<file path="config.mk">
export PLATFORM = sky130hd
export DESIGN_NAME = pipeline_control
export DESIGN_NICKNAME = d
export VERILOG_FILES = /design/src/rtl/pipe_ctrl_pkg.sv /design/src/rtl/hazard_detect.sv /design/src/rtl/pipeline_control.sv
export SDC_FILE = /design/constraint.sdc
export NUM_CORES = 1
export LEC_CHECK = 0
export ABC_AREA = 1
export ABC_CLOCK_PERIOD_IN_PS = 2300
export BUFFER_PORTS_ARGS = -buffer_cell sky130_fd_sc_hd__buf_2
export CORE_UTILIZATION = 52
export DETAILED_ROUTE_END_ITERATION = 12
export PLACE_DENSITY = 0.87
export SYNTH_ARGS = -nofsm -noshare
export SYNTH_HDL_FRONTEND = slang
export SYNTH_SLANG_ARGS = --single-unit
export TNS_END_PERCENT = 20
</file>
<file path="constraint.sdc">
create_clock -name i_clk -period 2.3 [get_ports i_clk]
set_input_delay 0.115 -clock i_clk [delete_from_list [all_inputs] [get_ports i_clk]]
set_output_delay 0.115 -clock i_clk [all_outputs]
set_load 0.03 [all_outputs]
</file>
<file path="src/rtl/pipe_ctrl_pkg.sv">
// Shared types and constants for the fetch/decode pipeline controller.
package pipe_ctrl_pkg;

    localparam int unsigned XLEN      = 64;
    localparam int unsigned REG_IDX_W = 5;
    localparam logic [31:0] NOP_INSN  = 32'h00000033;

    typedef enum logic [1:0] {
        RUN      = 2'd0,
        LU_STALL = 2'd1,
        MEM_WAIT = 2'd2,
        FLUSH    = 2'd3
    } state_t;

    function automatic logic [31:0] sat_inc(input logic [31:0] v);
        return (v == '1) ? v : v + 32'd1;
    endfunction

endpackage

</file>
<file path="src/rtl/hazard_detect.sv">
// Combinational load-use hazard detect between ID/EX and IF/ID.
module hazard_detect
    import pipe_ctrl_pkg::*;
(
    input  logic                 idex_mem_read_i,
    input  logic [REG_IDX_W-1:0] idex_rd_i,
    input  logic [REG_IDX_W-1:0] ifid_rs1_i,
    input  logic [REG_IDX_W-1:0] ifid_rs2_i,
    output logic                 hazard_o
);

    // x0 is hardwired zero, so a load targeting it never creates a dependency.
    assign hazard_o = idex_mem_read_i && (idex_rd_i != '0) &&
                      ((idex_rd_i == ifid_rs1_i) || (idex_rd_i == ifid_rs2_i));

endmodule

</file>
<file path="src/rtl/pipeline_control.sv">
// Pipeline stall/flush controller: registered FSM driving fetch-stage
// stall, flush, redirect and ID/EX bubble, plus saturating event counters.
module pipeline_control
    import pipe_ctrl_pkg::*;
#(
    parameter int unsigned FLUSH_CYCLES    = 2,
    parameter int unsigned LU_STALL_CYCLES = 1
) (
    input  logic                 i_clk,
    input  logic                 i_rst,
    input  logic                 i_ex_branch_taken,
    input  logic [XLEN-1:0]      i_ex_branch_target,
    input  logic                 i_idex_mem_read,
    input  logic [REG_IDX_W-1:0] i_idex_rd,
    input  logic [REG_IDX_W-1:0] i_ifid_rs1,
    input  logic [REG_IDX_W-1:0] i_ifid_rs2,
    input  logic                 i_imem_busy,
    output logic                 o_stall,
    output logic                 o_flush,
    output logic                 o_jmp,
    output logic [XLEN-1:0]      o_address,
    output logic                 o_idex_bubble,
    output logic [31:0]          o_stall_count,
    output logic [31:0]          o_flush_count
);

    localparam logic [2:0] FLUSH_LOAD = 3'(FLUSH_CYCLES);
    localparam logic [2:0] LU_LOAD    = 3'(LU_STALL_CYCLES);

    state_t          state_q;
    logic [2:0]      cnt_q;
    logic [XLEN-1:0] addr_q;
    logic            jmp_q;
    logic            stall_q;
    logic            flush_q;
    logic            bubble_q;
    logic [31:0]     stall_count_q;
    logic [31:0]     flush_count_q;
    logic            lu_hazard;

    hazard_detect u_hazard_detect (
        .idex_mem_read_i (i_idex_mem_read),
        .idex_rd_i       (i_idex_rd),
        .ifid_rs1_i      (i_ifid_rs1),
        .ifid_rs2_i      (i_ifid_rs2),
        .hazard_o        (lu_hazard)
    );

    // Outputs are registered alongside the state; the stall counter is bumped
    // on the same edge that raises stall_q so the count tracks the visible stall.
    always_ff @(posedge i_clk) begin
        if (i_rst) begin
            state_q       <= RUN;
            cnt_q         <= '0;
            addr_q        <= '0;
            jmp_q         <= 1'b0;
            stall_q       <= 1'b0;
            flush_q       <= 1'b0;
            bubble_q      <= 1'b0;
            stall_count_q <= '0;
            flush_count_q <= '0;
        end else begin
            jmp_q    <= 1'b0;
            stall_q  <= 1'b0;
            flush_q  <= 1'b0;
            bubble_q <= 1'b0;
            if (i_ex_branch_taken) begin
                state_q       <= FLUSH;
                cnt_q         <= FLUSH_LOAD;
                addr_q        <= i_ex_branch_target;
                jmp_q         <= 1'b1;
                flush_q       <= 1'b1;
                bubble_q      <= 1'b1;
                flush_count_q <= sat_inc(flush_count_q);
            end else begin
                case (state_q)
                    RUN: begin
                        if (i_imem_busy) begin
                            state_q       <= MEM_WAIT;
                            stall_q       <= 1'b1;
                            stall_count_q <= sat_inc(stall_count_q);
                        end else if (lu_hazard) begin
                            state_q       <= LU_STALL;
                            cnt_q         <= LU_LOAD;
                            stall_q       <= 1'b1;
                            bubble_q      <= 1'b1;
                            stall_count_q <= sat_inc(stall_count_q);
                        end
                    end
                    LU_STALL: begin
                        if (cnt_q > 3'd1) begin
                            cnt_q         <= cnt_q - 3'd1;
                            stall_q       <= 1'b1;
                            bubble_q      <= 1'b1;
                            stall_count_q <= sat_inc(stall_count_q);
                        end else if (i_imem_busy) begin
                            state_q       <= MEM_WAIT;
                            stall_q       <= 1'b1;
                            stall_count_q <= sat_inc(stall_count_q);
                        end else if (lu_hazard) begin
                            cnt_q         <= LU_LOAD;
                            stall_q       <= 1'b1;
                            bubble_q      <= 1'b1;
                            stall_count_q <= sat_inc(stall_count_q);
                        end else begin
                            state_q <= RUN;
                        end
                    end
                    MEM_WAIT: begin
                        if (i_imem_busy) begin
                            stall_q       <= 1'b1;
                            stall_count_q <= sat_inc(stall_count_q);
                        end else begin
                            state_q <= RUN;
                        end
                    end
                    FLUSH: begin
                        if (cnt_q > 3'd1) begin
                            cnt_q    <= cnt_q - 3'd1;
                            flush_q  <= 1'b1;
                            bubble_q <= 1'b1;
                        end else begin
                            state_q <= RUN;
                        end
                    end
                    default: state_q <= RUN;
                endcase
            end
        end
    end

    assign o_stall       = stall_q;
    assign o_flush       = flush_q;
    assign o_jmp         = jmp_q;
    assign o_address     = addr_q;
    assign o_idex_bubble = bubble_q;
    assign o_stall_count = stall_count_q;
    assign o_flush_count = flush_count_q;

endmodule

</file>
==> key figures <==
GRT
  • Largest net degree at the start of global routing: 58
  • First-pass GRT wire length: 35.4 mm
  • Grt total ovfl: 0
  • GRT met1 Usage: 0.377
  • GRT Total Usage: 0.315
  • Met3 usage: 0.0688
  • Vias in the first global route: 7281
  • Antenna violations before repair: 0
  • M2 GR Usage: 0.532
  • GRT busiest layer: met2

Placement
  • Gpl congestion: 0.961
  • Placed insts: 1331
  • I/O Buffers: 215
  • Final HPWL DP: 13.9 mm
  • Post-Place Worst Slack: 0.213 ns
  • Placed Instance Area: 0.00820 mm^2

Final layout
  • Area delta synth->final: 36.4%
  • # fillers: 965
  • Finished Cell Area: 0.00946 mm^2
  • Share of cells above drive strength 1: 0.245
  • Post-route insts no fill: 1427
  • # diodes: 0
  • Nets: 1336

Flow run
  • Max-cap violations: 0

Route
  • DRC: 0
  • Vias per inst: 5.46
  • Wire length per cell: 15.2 um
  • Drt initial violations: 784
  • Post-Route WL: 21.7 mm
  • DR vias: 7789
  • Routed Antenna Nets: 0
  • Router iterations before antenna repair: 6

Timing
  • Setup violators final: 0
  • Count of pins over their slew limit: 0
  • Minimum clock period: 2.12 ns
  • Fmax: 0.471 GHz
  • Max_slew headroom: 0.490
  • Hold WS: 0.0235 ns
  • Final hold vios: 0
  • Final setup margin: 0.178 ns
  • Worst Skew: 0.00914 ns
  • RSZ-0062 raised after global routing: yes
  • Slew @ Worst Pin: 0.763 ns
  • Tcrit/Tclk final: 0.923

Die
  • I/O pin total: 216
  • Initial Util: 0.541
  • Num rows: 41
  • DIE HEIGHT: 118 um
  • Die span in x: 118 um
  • Core area: 0.0128 mm^2
  • DIE AREA: 0.0138 mm^2

Clock network
  • CTS H-tree lvls: 4
  • Clock slew at reported path FFs: 0.06 ns
  • CTS tree: built
  • Root Buffer Master: clkbuf_16
  • Worst-skew pair later-pin latency: 0.42 ns
  • TritonCTS buffer count: 17
  • CTS Buffer Depth: 2
  • CTS sink cnt: 137
  • Post-CTS Setup Bufs: 0

Logic synthesis
  • Syn_nets: 1057
  • Area leader, netlist: dfxtp_1
  • #FFs+latches synth: 137
  • Syn_area_per_cell: 7.21 um^2
  • Post-synthesis cell count: 963
  • Top post-synthesis cells by area: dfxtp_1 40%, nand2_1 12%, a22o_1 8.1%, inv_1 6.1%, nor2_1 5.2%
  • Area share of the leading cell type in the synthesized netlist: 0.395
  • Seq/Total Area, Yosys: 0.395
  • Count of cell types in the netlist: 44
  • Mapped cell area: 0.00694 mm^2
  • Syn. warnings: 0

Worst hold path
  • Worst min path class: in2reg

Pwr
  • P per Cell Area: 700 mW/mm^2
  • IR drop worst, VDD: 0.576 mV
  • Lkg Pwr: 4.47 nW
  • Final Power: 6.63 mW

Critical path
  • CP Launch Type: flop
  • Crit path max fanout: 23
  • CP Class: reg2reg
  • Crit path capture type: flop
  • Required @ worst endpoint: 2.64 ns
  • Critical path arrival: 2.46 ns

Run status
  • Status: finished clean
area by class of cell:
| type | count | area (um^2) | share of cell area |
|---|---|---|---|
| clock buffer | 18 | 439 | 0.0464 |
| clock inverter | 14 | 164 | 0.0173 |
| inverter | 122 | 458 | 0.0484 |
| multi-input combinational | 666 | 3570 | 0.377 |
| sequential | 137 | 2740 | 0.290 |
| tap | 172 | 215 | 0.0227 |
| timing repair buffer | 298 | 1870 | 0.198 |
through the flow:
| stage | setup TNS (ns) | utilization |
|---|---|---|
| 2_1_floorplan | 0 | - |
| 6_report | 0 | 0.738 |
| 3_5_place_dp | 0 | 0.639 |
| 5_1_grt | -0.0856 | 0.738 |
| 3_3_place_gp | 0 | 0.639 |
| 4_1_cts | 0 | 0.736 |
worst paths after layout:
check / start / to / depth (start not counted) / slack, ns
worst max-delay path: state_q[0]$_SDFFE_PP0P_ / o_stall_count[7]$_SDFFE_PP0P_ / 9 / 0.18
worst min-delay path: i_rst / cnt_q[1]$_SDFFE_PP0P_ / 2 / 0.02
worst max register to register: state_q[0]$_SDFFE_PP0P_ / o_stall_count[7]$_SDFFE_PP0P_ / 9 / 0.18
worst min register to register: o_address[47]$_SDFFE_PP0P_ / o_address[47]$_SDFFE_PP0P_ / 1 / 0.48
cells by family after synthesis:
| kind of cell | after synthesis | share of synthesized area |
|---|---|---|
| buf+inv | 160 | 0.0950 |
| flops | 137 | 0.395 |
| xor+xnor | 13 | 0.0164 |
| fa+ha+maj | 10 | 0.0180 |
| simple gates | 476 | 0.315 |
| compound gates | 167 | 0.161 |
cells in the mapped netlist, drive strengths merged:
cell type,instances
xor2,6
buf,22
nand2,225
a211oi,1
nor2,104
nor4,4
o211ai,1
and3,1
nand3b,14
or2,1
nor3b,4
dfxtp,137
nand4,31
xnor2,7
nand3,68
a21boi,2
ha,10
inv,121
a31oi,5
o31ai,1
a21oi,58
a22o,64
clkbuf,16
o21a,2
o21ai,30
o21bai,3
nor3,24
clkinv,1
worst max-delay path, stage by stage (launching register included):
cell and delay, ns:
dfxtp_1 0.38, inv_1 0.11, ha_1 0.34, nand2_1 0.08, nor2_1 0.05, inv_1 0.56, nand2_1 0.16, nand3_1 0.11
o21ai_0 0.08, a21oi_1 0.16
routing by layer:
metal	vias to the layer above	part of all wire
li1	3773	-
met4	0	0.039
met5	-	0
met2	432	0.47
met1	3522	0.40
met3	62	0.084
report_power, final:
part	total, mW	leakage, nW	switching (mW)	internal (mW)
Clock	2.76	0.291	1.11	1.65
Sequential	2.54	1.12	0.0716	2.47
Combinational	1.32	3.06	0.879	0.441
state kept, by name, summed over array words and instances, names as in the netlist:
signal         count
o_stall_count     32
o_idex_bubble      1
o_flush_count     32
cnt_q              3
o_flush            1
state_q            2
o_stall            1
o_jmp              1
o_address         64
repair_timing:
item	4_1_cts	5_1_grt
hold buffers	64	0
endpoints found under the setup margin	0	6
hold endpoints to repair	64	0
gates resized for setup	0	4
cells in the final DEF (no fill, tap or decap), types with 3 or more instances in the layout:
| cell | count |
|---|---|
| clkinv_4 | 4 |
| dfxtp_1 | 137 |
| nand4_1 | 30 |
| o21bai_1 | 3 |
| inv_6 | 3 |
| a21oi_1 | 58 |
| nand3b_1 | 14 |
| a31oi_1 | 5 |
| nand2_2 | 9 |
| o21ai_0 | 26 |
| xor2_1 | 6 |
| buf_2 | 215 |
| ha_1 | 9 |
| nor2_2 | 5 |
| nor4_1 | 4 |
| nor2_1 | 94 |
| inv_1 | 113 |
| a22o_1 | 64 |
| clkbuf_16 | 17 |
| buf_4 | 18 |
| nor3_2 | 4 |
| dlygate4sd3_1 | 64 |
| inv_2 | 8 |
| nor2_4 | 5 |
| nand3_1 | 65 |
| nor3_1 | 19 |
| nand2_1 | 215 |
| nor3b_1 | 3 |
| xnor2_1 | 7 |
Note: power is estimated with default switching activity, not from simulation.
